==> config.mk <==
export PLATFORM = sky130hd
export DESIGN_NAME = fun_sweep_ctrl_flat
export DESIGN_NICKNAME = d
export VERILOG_FILES = /design/src/rtl/fun_sweep_pkg.sv /design/src/rtl/fun_sweep_ctrl_if.sv /design/src/rtl/fun_sweep_ctrl_settle_timer.sv /design/src/rtl/fun_sweep_ctrl.sv /design/src/flat_wrapper.sv
export SDC_FILE = /design/constraint.sdc
export NUM_CORES = 1
export LEC_CHECK = 0
export CORE_MARGIN = 4
export CORE_UTILIZATION = 30
export CTS_CLUSTER_DIAMETER = 40
export DETAILED_ROUTE_END_ITERATION = 12
export REMOVE_ABC_BUFFERS = 1
export SETUP_SLACK_MARGIN = 0.2
export SYNTH_ARGS = -nofsm -noshare
export SYNTH_HDL_FRONTEND = slang
export SYNTH_HIERARCHICAL = 1
export SYNTH_SLANG_ARGS = --single-unit
==> constraint.sdc <==
create_clock -name clk -period 2.6 [get_ports clk]
set_clock_uncertainty 0.1 [all_clocks]
set_input_delay 0.26 -clock clk [delete_from_list [all_inputs] [get_ports clk]]
set_output_delay 0.26 -clock clk [all_outputs]
set_load 0.05 [all_outputs]
==> src/rtl/fun_sweep_pkg.sv <==
// Shared definitions for the dual-rail function sweep controller.
//   NUM_VARS : number of function inputs (a..d)
//   TT_WIDTH : truth-table width, 2**NUM_VARS
//   state_t  : sequencer state encoding (IDLE, SETTLE, SAMPLE, DONE)
package fun_sweep_pkg;

    localparam int unsigned NUM_VARS = 4;
    localparam int unsigned TT_WIDTH = 16;

    typedef logic [1:0] state_t;

    localparam state_t S_IDLE   = 2'd0;
    localparam state_t S_SETTLE = 2'd1;
    localparam state_t S_SAMPLE = 2'd2;
    localparam state_t S_DONE   = 2'd3;

endpackage

==> src/rtl/fun_sweep_ctrl_if.sv <==
// Bundle between the host / function block and the sweep controller.
//   start, abort, expected : host controls (expected latched on accepted start)
//   fun_out                : function block output
//   vec, vec_n             : dual-rail drive of a..d / not_a..not_d (a is MSB)
//   busy, done             : sweep status, done is a one-cycle pulse
//   truth_table, mismatch, fail_idx : sweep result
// The controller uses the slave modport; the host/bench side uses master.
interface fun_sweep_ctrl_if;
    import fun_sweep_pkg::*;

    logic                start;
    logic                abort;
    logic [TT_WIDTH-1:0] expected;
    logic                fun_out;
    logic [NUM_VARS-1:0] vec;
    logic [NUM_VARS-1:0] vec_n;
    logic                busy;
    logic                done;
    logic [TT_WIDTH-1:0] truth_table;
    logic                mismatch;
    logic [NUM_VARS-1:0] fail_idx;

    modport master (
        output start, abort, expected, fun_out,
        input  vec, vec_n, busy, done, truth_table, mismatch, fail_idx
    );

    modport slave (
        input  start, abort, expected, fun_out,
        output vec, vec_n, busy, done, truth_table, mismatch, fail_idx
    );

endinterface

==> src/rtl/fun_sweep_ctrl_settle_timer.sv <==
// Settle counter for one sweep vector.
//   clk, rst_n : clock, asynchronous active-low reset
//   i_clear    : force count to zero (has priority over i_count)
//   i_count    : advance count by one
//   o_expire   : count has reached SETTLE_CYCLES-1
// SETTLE_CYCLES must be at least 1.
module settle_timer #(
    parameter int unsigned SETTLE_CYCLES = 2
) (
    input  logic clk,
    input  logic rst_n,
    input  logic i_clear,
    input  logic i_count,
    output logic o_expire
);

    localparam int unsigned CntW = (SETTLE_CYCLES > 1) ? $clog2(SETTLE_CYCLES) : 1;
    localparam logic [CntW-1:0] LastCnt = CntW'(SETTLE_CYCLES - 1);

    logic [CntW-1:0] r_cnt;

    always_ff @(posedge clk or negedge rst_n) begin
        if (!rst_n) begin
            r_cnt <= '0;
        end else if (i_clear) begin
            r_cnt <= '0;
        end else if (i_count) begin
            r_cnt <= r_cnt + CntW'(1);
        end
    end

    assign o_expire = (r_cnt == LastCnt);

endmodule

==> src/rtl/fun_sweep_ctrl.sv <==
// Sweeps a 4-input dual-rail function block through all 16 input vectors,
// samples its output after a settle time and compares against a golden table.
//   clk, rst_n : clock, asynchronous active-low reset
//   bus        : slave side of fun_sweep_ctrl_if (host handshake, function
//                block drive/sense, results); all outputs are registered
module fun_sweep_ctrl
    import fun_sweep_pkg::*;
#(
    parameter int unsigned SETTLE_CYCLES = 2
) (
    input  logic            clk,
    input  logic            rst_n,
    fun_sweep_ctrl_if.slave bus
);

    localparam logic [NUM_VARS-1:0] LastIdx = '1;

    state_t              r_state, w_state_d;
    logic [NUM_VARS-1:0] r_idx, w_idx_d;
    logic [NUM_VARS-1:0] r_vec, r_vec_n, w_vec_d;
    logic                r_busy, r_done;
    logic [TT_WIDTH-1:0] r_expected, r_tt;
    logic                r_mismatch;
    logic [NUM_VARS-1:0] r_fail_idx;

    logic w_accept, w_abort, w_sample, w_expire, w_tmr_clear, w_tmr_count;

    // start together with abort is not a valid request
    assign w_accept = (r_state == S_IDLE) && bus.start && !bus.abort;
    assign w_abort  = bus.abort && ((r_state == S_SETTLE) || (r_state == S_SAMPLE));
    // an abort in the sample cycle pre-empts the sample
    assign w_sample = (r_state == S_SAMPLE) && !bus.abort;

    assign w_tmr_clear = w_accept || w_abort || (r_state == S_SAMPLE);
    assign w_tmr_count = (r_state == S_SETTLE) && !w_expire;

    settle_timer #(
        .SETTLE_CYCLES(SETTLE_CYCLES)
    ) u_settle_timer (
        .clk     (clk),
        .rst_n   (rst_n),
        .i_clear (w_tmr_clear),
        .i_count (w_tmr_count),
        .o_expire(w_expire)
    );

    always_comb begin
        w_state_d = r_state;
        w_idx_d   = r_idx;
        case (r_state)
            S_IDLE: begin
                if (w_accept) begin
                    w_state_d = S_SETTLE;
                end
            end
            S_SETTLE: begin
                if (w_abort) begin
                    w_state_d = S_IDLE;
                end else if (w_expire) begin
                    w_state_d = S_SAMPLE;
                end
            end
            S_SAMPLE: begin
                if (w_abort) begin
                    w_state_d = S_IDLE;
                end else if (r_idx == LastIdx) begin
                    w_state_d = S_DONE;
                end else begin
                    w_state_d = S_SETTLE;
                    w_idx_d   = r_idx + NUM_VARS'(1);
                end
            end
            S_DONE:  w_state_d = S_IDLE;
            default: w_state_d = S_IDLE;
        endcase
        if (w_state_d == S_IDLE) begin
            w_idx_d = '0;
        end
        // vec follows the index while a sweep is active and rests at 0 in IDLE
        w_vec_d = (w_state_d == S_IDLE) ? '0 : w_idx_d;
    end

    always_ff @(posedge clk or negedge rst_n) begin
        if (!rst_n) begin
            r_state    <= S_IDLE;
            r_idx      <= '0;
            r_vec      <= '0;
            r_vec_n    <= '1;
            r_busy     <= 1'b0;
            r_done     <= 1'b0;
            r_expected <= '0;
            r_tt       <= '0;
            r_mismatch <= 1'b0;
            r_fail_idx <= '0;
        end else begin
            r_state <= w_state_d;
            r_idx   <= w_idx_d;
            r_vec   <= w_vec_d;
            r_vec_n <= ~w_vec_d;
            r_busy  <= (w_state_d == S_SETTLE) || (w_state_d == S_SAMPLE);
            r_done  <= (w_state_d == S_DONE);
            if (w_accept) begin
                r_expected <= bus.expected;
                r_tt       <= '0;
                r_mismatch <= 1'b0;
                r_fail_idx <= '0;
            end else if (w_sample) begin
                r_tt[r_idx] <= bus.fun_out;
                // indices ascend, so the first miss is the lowest one
                if ((bus.fun_out != r_expected[r_idx]) && !r_mismatch) begin
                    r_mismatch <= 1'b1;
                    r_fail_idx <= r_idx;
                end
            end
        end
    end

    assign bus.vec         = r_vec;
    assign bus.vec_n       = r_vec_n;
    assign bus.busy        = r_busy;
    assign bus.done        = r_done;
    assign bus.truth_table = r_tt;
    assign bus.mismatch    = r_mismatch;
    assign bus.fail_idx    = r_fail_idx;

endmodule

==> src/flat_wrapper.sv <==
// flat-port wrapper written by rule: the top's interface ports become plain ports
module fun_sweep_ctrl_flat import fun_sweep_pkg::*;
#(
    parameter int unsigned SETTLE_CYCLES = 2
)
  (clk, rst_n, bus_start, bus_abort, bus_expected, bus_fun_out, bus_vec, bus_vec_n, bus_busy, bus_done, bus_truth_table, bus_mismatch, bus_fail_idx);
  fun_sweep_ctrl_if bus_i ();
  input  logic clk;
  input  logic rst_n;
  input wire logic [$bits(bus_i.start)-1:0] bus_start;
  input wire logic [$bits(bus_i.abort)-1:0] bus_abort;
  input wire logic [$bits(bus_i.expected)-1:0] bus_expected;
  input wire logic [$bits(bus_i.fun_out)-1:0] bus_fun_out;
  output wire logic [$bits(bus_i.vec)-1:0] bus_vec;
  output wire logic [$bits(bus_i.vec_n)-1:0] bus_vec_n;
  output wire logic [$bits(bus_i.busy)-1:0] bus_busy;
  output wire logic [$bits(bus_i.done)-1:0] bus_done;
  output wire logic [$bits(bus_i.truth_table)-1:0] bus_truth_table;
  output wire logic [$bits(bus_i.mismatch)-1:0] bus_mismatch;
  output wire logic [$bits(bus_i.fail_idx)-1:0] bus_fail_idx;
  assign bus_i.start = bus_start;
  assign bus_i.abort = bus_abort;
  assign bus_i.expected = bus_expected;
  assign bus_i.fun_out = bus_fun_out;
  assign bus_vec = bus_i.vec;
  assign bus_vec_n = bus_i.vec_n;
  assign bus_busy = bus_i.busy;
  assign bus_done = bus_i.done;
  assign bus_truth_table = bus_i.truth_table;
  assign bus_mismatch = bus_i.mismatch;
  assign bus_fail_idx = bus_i.fail_idx;
  fun_sweep_ctrl #(.SETTLE_CYCLES(SETTLE_CYCLES)) u_core (.clk(clk), .rst_n(rst_n), .bus(bus_i));
endmodule
==> impl_metrics.yaml, run 1 <==
placement:
  dp_cells: 408
  numPortBuffers: 51
  dpl_cell_area_um2: 3160
  gp_congestion: 0.922
  hpwl_um: 4070
drt:
  first_pass_iters: 4
  wl_per_cell_um: 13.7
  routed_wl_um: 5720
  drtIter0Drc: 66
  dr_total_vias: 1858
  routed_via_density: 4.44
  drtAntennaViolNets: 0
  drc: 0
synth:
  ys_types: 37
  yosysSeqAreaShare_pct: 50.3
  synth-seq-cells: 50
  synth.avg_cell_area_um2: 9.87
  yosysWarnings: 6
  syn-cell-area_um2: 2500
  synth_cells: 253
critical_path:
  cp.arrival_ns: 2.40
  slowest_stage: "dfrtp_1"
  crit_chain: "inv_1 > ha_1 > nand2_1 > and2_4 > nand4_1 > a221o_1 > ha_2 > or3_1"
  crit_required_ns: 2.72
  path_buf_inv: 1
  crit_fanout: 5
  crit_path_max_incr_delay_ns: 0.38
  cp-start-kind: "flop"
  critical_path_class: "reg2reg"
  critPathTopFamily: "simple AND/OR/NAND/NOR gates"
  crit_path_end_kind: "flop"
global_route:
  grt_pass1_wl_um: 9380
  grt.overflow.total: 0
  grtUsageTotal_pct: 12.0
  antenna_found_initial: 0
  grt_max_degree: 26
  grt_pass1_vias: 1870
sta:
  period_share_pct: 87.6
  max_freq_mhz: 439
  fin_crit_ns: 2.28
  setup_viol: 0
  worstMarginPinSlew_ns: 0.510
  rsz0062_at_grt: "no"
  hold_viol: 0
  drv_slew: 0
  slew_headroom_pct: 65.9
floorplanning:
  core_area_um2: 8130
  io_pins: 52
  dieArea_um2: 9840
  die_w_um: 99.2
  rows: 33
  initial_core_util_pct: 30.7
  die_y_um: 99.2
clock_network:
  clock_latency_ns: 0.30
  h-tree-depth: 2
  clk_path_buf_depth: 2
  numCtsBuffers: 5
  cts_tree: "done"
  clock-root-buffer: "clkbuf_8"
  clkSlewWorstSetupHoldPaths_ns: 0.09
  clock-sinks: 50
pwr:
  vdd_drop_max_mv: 0.285
  leakage_uw: 0.00145
  power_uw: 2580
  power_density_nw_per_um2: 784
layout:
  drive_gt1_share_pct: 12.1
  fin_nets: 343
  fin_cells: 418
  antenna_cells: 0
  fillers: 824
  area_growth_pct: 32.0
  final_core_util_pct: 40.5
  stdcell_area_um2: 3290
run_status:
  status: "completed"
flow_run:
  maxCapViolCount: 0
hold_path:
  hold_class: "in2async"
cells by family after synthesis:
logic type	count (synthesis)	synth area share [%]
AO/OA/AOI/OAI	10	2.71
multiplexers	34	15.9
flip-flops	50	50.3
buffers and inverters	17	2.86
XOR/XNOR	4	1.40
adder cells (fa/ha/maj)	10	5.01
AND/OR/NAND/NOR	128	21.8
synth_stat cells (all sizes together):
master   n  area, um^2
ha      10         125
nand3b   1        7.51
o211a    1        10.0
mux2i   24         244
or2      4        25.0
o22ai    1        6.26
a21oi    3        15.0
and2     1        6.26
dfstp    4         105
buf      3        18.8
inv      6        22.5
nor3b    2        15.0
mux2     8         109
dfrtp   46        1150
nor3     6        30.0
xor2     2        17.5
nand3    1        5.00
mux4     2        45.0
nand4    2        12.5
nand2b   4        25.0
or3      1        6.26
xnor2    2        17.5
o21ai    2        10.0
a221o    1        10.0
or3b     1        8.76
nor2b    2        12.5
clkbuf   8        30.0
nand2   67         254
a221oi   1        8.76
o211ai   1        7.51
nor2    36         135
through the flow:
step	TNS (ns)	hold slack (ns)	setup WS, ns
global placement	0	0.135	0.261
global route	0	0.373	0.188
CTS	0	0.351	0.213
detailed placement	0	0.137	0.181
finish	0	0.333	0.322
floorplan	-0.0299	-0.136	-0.00874
power by group:
part / internal (uW) / leakage (uW) / total [uW] / switching, uW
Clock: 269 / 0.0000575 / 522 / 252
Sequential: 950 / 0.000655 / 1040 / 88.1
Combinational: 453 / 0.000738 / 1020 / 570
final cells by class:
class	count	area, um^2	share of cell area, %
Tap cell	105	131	3.99
Timing Repair Buffer	63	598	18.2
Multi-Input combinational cell	186	1180	35.7
Clock buffer	8	110	3.34
Sequential cell	50	1260	38.1
Inverter	6	22.5	0.684
routing by layer:
layer / GRT usage, % / up-vias / share of wire, %
met1: 17.0 / 870 / 49
met5: 0 / - / 0
met3: 3.37 / 8 / 5.1
met2: 17.7 / 43 / 44
li1: - / 937 / -
met4: 3.57 / 0 / 1.4
state kept, by name, summed over array words and instances (netlist names):
name                            cells
u_core/r_idx                        2
u_core/bus.vec_n                    4
u_core/bus.fail_idx                 4
u_core/u_settle_timer/o_expire      1
u_core/bus.vec                      2
u_core/bus.done                     1
u_core/r_state                      2
u_core/bus.busy                     1
u_core/bus.mismatch                 1
u_core/r_expected                  16
u_core/bus.truth_table             16
worst paths after layout:
check / start / end / slack (ns) / depth (start not counted)
worst max register to register: u_core/r_state[0] / u_core/bus.vec_n[2] / 0.32 / 8
worst min register to register: u_core/r_expected[1] / u_core/r_expected[1] / 0.38 / 2
worst min-delay path: rst_n / u_core/bus.fail_idx[2] / 0.33 / 2
worst max-delay path: u_core/r_state[0] / u_core/bus.vec_n[2] / 0.32 / 8
min in group clk: u_core/r_expected[1] / u_core/r_expected[1] / 0.38 / 2
max in group asynchronous: rst_n / u_core/bus.vec_n[2] / 1.42 / 3
cells in the final DEF (no fill, tap or decap), types with 5 or more instances in the layout:
cell,Yosys,routed
buf_4,0,11
clkbuf_8,0,8
clkdlybuf4s50_1,0,50
dfrtp_1,46,46
ha_1,10,9
inv_1,6,5
mux2_4,5,5
mux2i_1,23,23
nand2_1,66,66
nor2_1,36,35
nor3_1,6,6
what timing repair did:
action	4_1_cts	5_1_grt
setup endpoints to repair	0	1
endpoints found under the hold margin	15	0
hold buffers	1	0
buffers inserted	0	1
gates resized for setup	0	3
(Power assumes the default switching activity.)
==> run 2, diff against run 1 <==
--- a/config.mk
+++ b/config.mk
@@ -9,6 +9,7 @@
 export CORE_UTILIZATION = 30
 export CTS_CLUSTER_DIAMETER = 40
 export DETAILED_ROUTE_END_ITERATION = 12
+export PLACE_DENSITY = 0.59
 export REMOVE_ABC_BUFFERS = 1
 export SETUP_SLACK_MARGIN = 0.2
 export SYNTH_ARGS = -nofsm -noshare
==> impl_metrics.yaml, run 2 (synthesis gave the netlist of run 1 again) <==
run_status:
  status: "completed"
floorplanning:
  rows: 33
  initial_core_util_pct: 30.7
  dieArea_um2: 9840
  die_w_um: 99.2
  core_area_um2: 8130
  die_y_um: 99.2
  io_pins: 52
critical_path:
  critical_path_class: "reg2reg"
  crit_required_ns: 2.73
  crit_path_end_kind: "flop"
  crit_fanout: 5
  cp.arrival_ns: 2.47
  cp-start-kind: "flop"
clock_network:
  clock-sinks: 50
  numCtsBuffers: 5
  cts_tree: "done"
  h-tree-depth: 2
  clock-root-buffer: "clkbuf_8"
  clock_latency_ns: 0.30
  clk_path_buf_depth: 2
  clkSlewWorstSetupHoldPaths_ns: 0.09
drt:
  dr_total_vias: 1888
  drtAntennaViolNets: 0
  first_pass_iters: 5
  drc: 0
  routed_wl_um: 5630
  wl_per_cell_um: 13.5
  routed_via_density: 4.54
  drtIter0Drc: 110
global_route:
  gr-max-usage-layer: "met2"
  grt.overflow.total: 0
  grt_max_degree: 26
  met2_usage_pct: 18.1
  grtUsageTotal_pct: 12.2
  use_met1_pct: 16.8
  grt_pass1_vias: 1943
  use_met3_pct: 3.79
  antenna_found_initial: 0
  grt_pass1_wl_um: 9580
layout:
  area_growth_pct: 30.5
  final_common_cell: "nand2_1"
  drive_gt1_share_pct: 10.9
  antenna_cells: 0
  fin_nets: 341
  final_core_util_pct: 40.1
  final_cell_mix: "66 x nand2_1, 50 x clkdlybuf4s50_1, 46 x dfrtp_1, 35 x nor2_1, 23 x mux2i_1"
sta:
  worstMarginPinSlew_ns: 0.576
  setup_viol: 0
  slew_headroom_pct: 61.6
  max_freq_mhz: 427
  drv_slew: 0
  tns_ns: 0
  hold_viol: 0
  period_share_pct: 90.2
  fin_crit_ns: 2.34
  rsz0062_at_grt: "no"
pwr:
  vdd_drop_max_mv: 0.262
  leakage_uw: 0.00143
  power_density_nw_per_um2: 769
placement:
  numPortBuffers: 51
  gp_congestion: 0.804
  hpwl_um: 4100
flow_run:
  maxCapViolCount: 0
hold_path:
  hold_class: "in2async"
## run 2: path summary, 6_finish.rpt
| check | cells past startpoint | startpoint | slack, ns | end |
|---|---|---|---|---|
| worst max-delay path | 8 | u_core/r_state[0] | 0.26 | u_core/bus.vec_n[2] |
| worst min-delay path | 2 | rst_n | 0.30 | u_core/bus.truth_table[6] |
| worst max register to register | 8 | u_core/r_state[0] | 0.26 | u_core/bus.vec_n[2] |
| worst min register to register | 2 | u_core/r_expected[15] | 0.38 | u_core/r_expected[15] |
| max in group asynchronous | 3 | rst_n | 1.51 | u_core/bus.truth_table[9] |
| min in group clk | 3 | bus_expected[15] | 0.38 | u_core/r_expected[15] |
## run 2: layout make-up
cell class	instances	area, um^2
Multi-Input combinational cell	186	1170
Fill cell	798	4880
Inverter	6	22.5
Clock buffer	7	86.3
Clock inverter	1	5.00
Timing Repair Buffer	61	583
Sequential cell	50	1260
Tap cell	105	131
## run 2: through the flow
step / hold slack, ns / instance area (um^2) / cells / total power, uW / worst slack [ns]
detailed placement: 0.108 / 3150 / 407 / 2050 / 0.169
floorplan: -0.136 / 2450 / 242 / 1750 / -0.00874
finish: 0.303 / 3260 / 416 / 2500 / 0.255
CTS: 0.311 / 3260 / 416 / 2530 / 0.237
global placement: 0.107 / 3150 / 407 / 2030 / 0.241
global route: 0.335 / 3260 / 416 / 2690 / 0.137
## run 2: metal layers
metal  up-vias  wire (um)  part of all wire [%]
met3         7        350                   6.2
met2        47       2500                    44
met4         0         75                   1.3
met5         -          0                     0
met1       896       2700                    48
li1        938          -                     -
## run 2: power by group
| part | internal (uW) | total, uW | switching [uW] |
|---|---|---|---|
| Combinational | 436 | 999 | 562 |
| Sequential | 950 | 1040 | 89.7 |
| Clock | 215 | 466 | 251 |
## run 2: repair_timing
action | in CTS | in global routing
gates resized for setup | 0 | 2
hold buffers | 1 | 0
endpoints found under the hold margin | 11 | 0
buffers inserted | 0 | 0
setup endpoints to repair | 0 | 1
## run 2: worst max-delay path, stage by stage (launching register included)
cell and delay [ns]:
dfrtp_1 0.39, inv_1 0.08, ha_1 0.28, nand2_1 0.10, and2_4 0.18, nand4_1 0.14, a221o_1 0.38, ha_1 0.24
or3_1 0.39
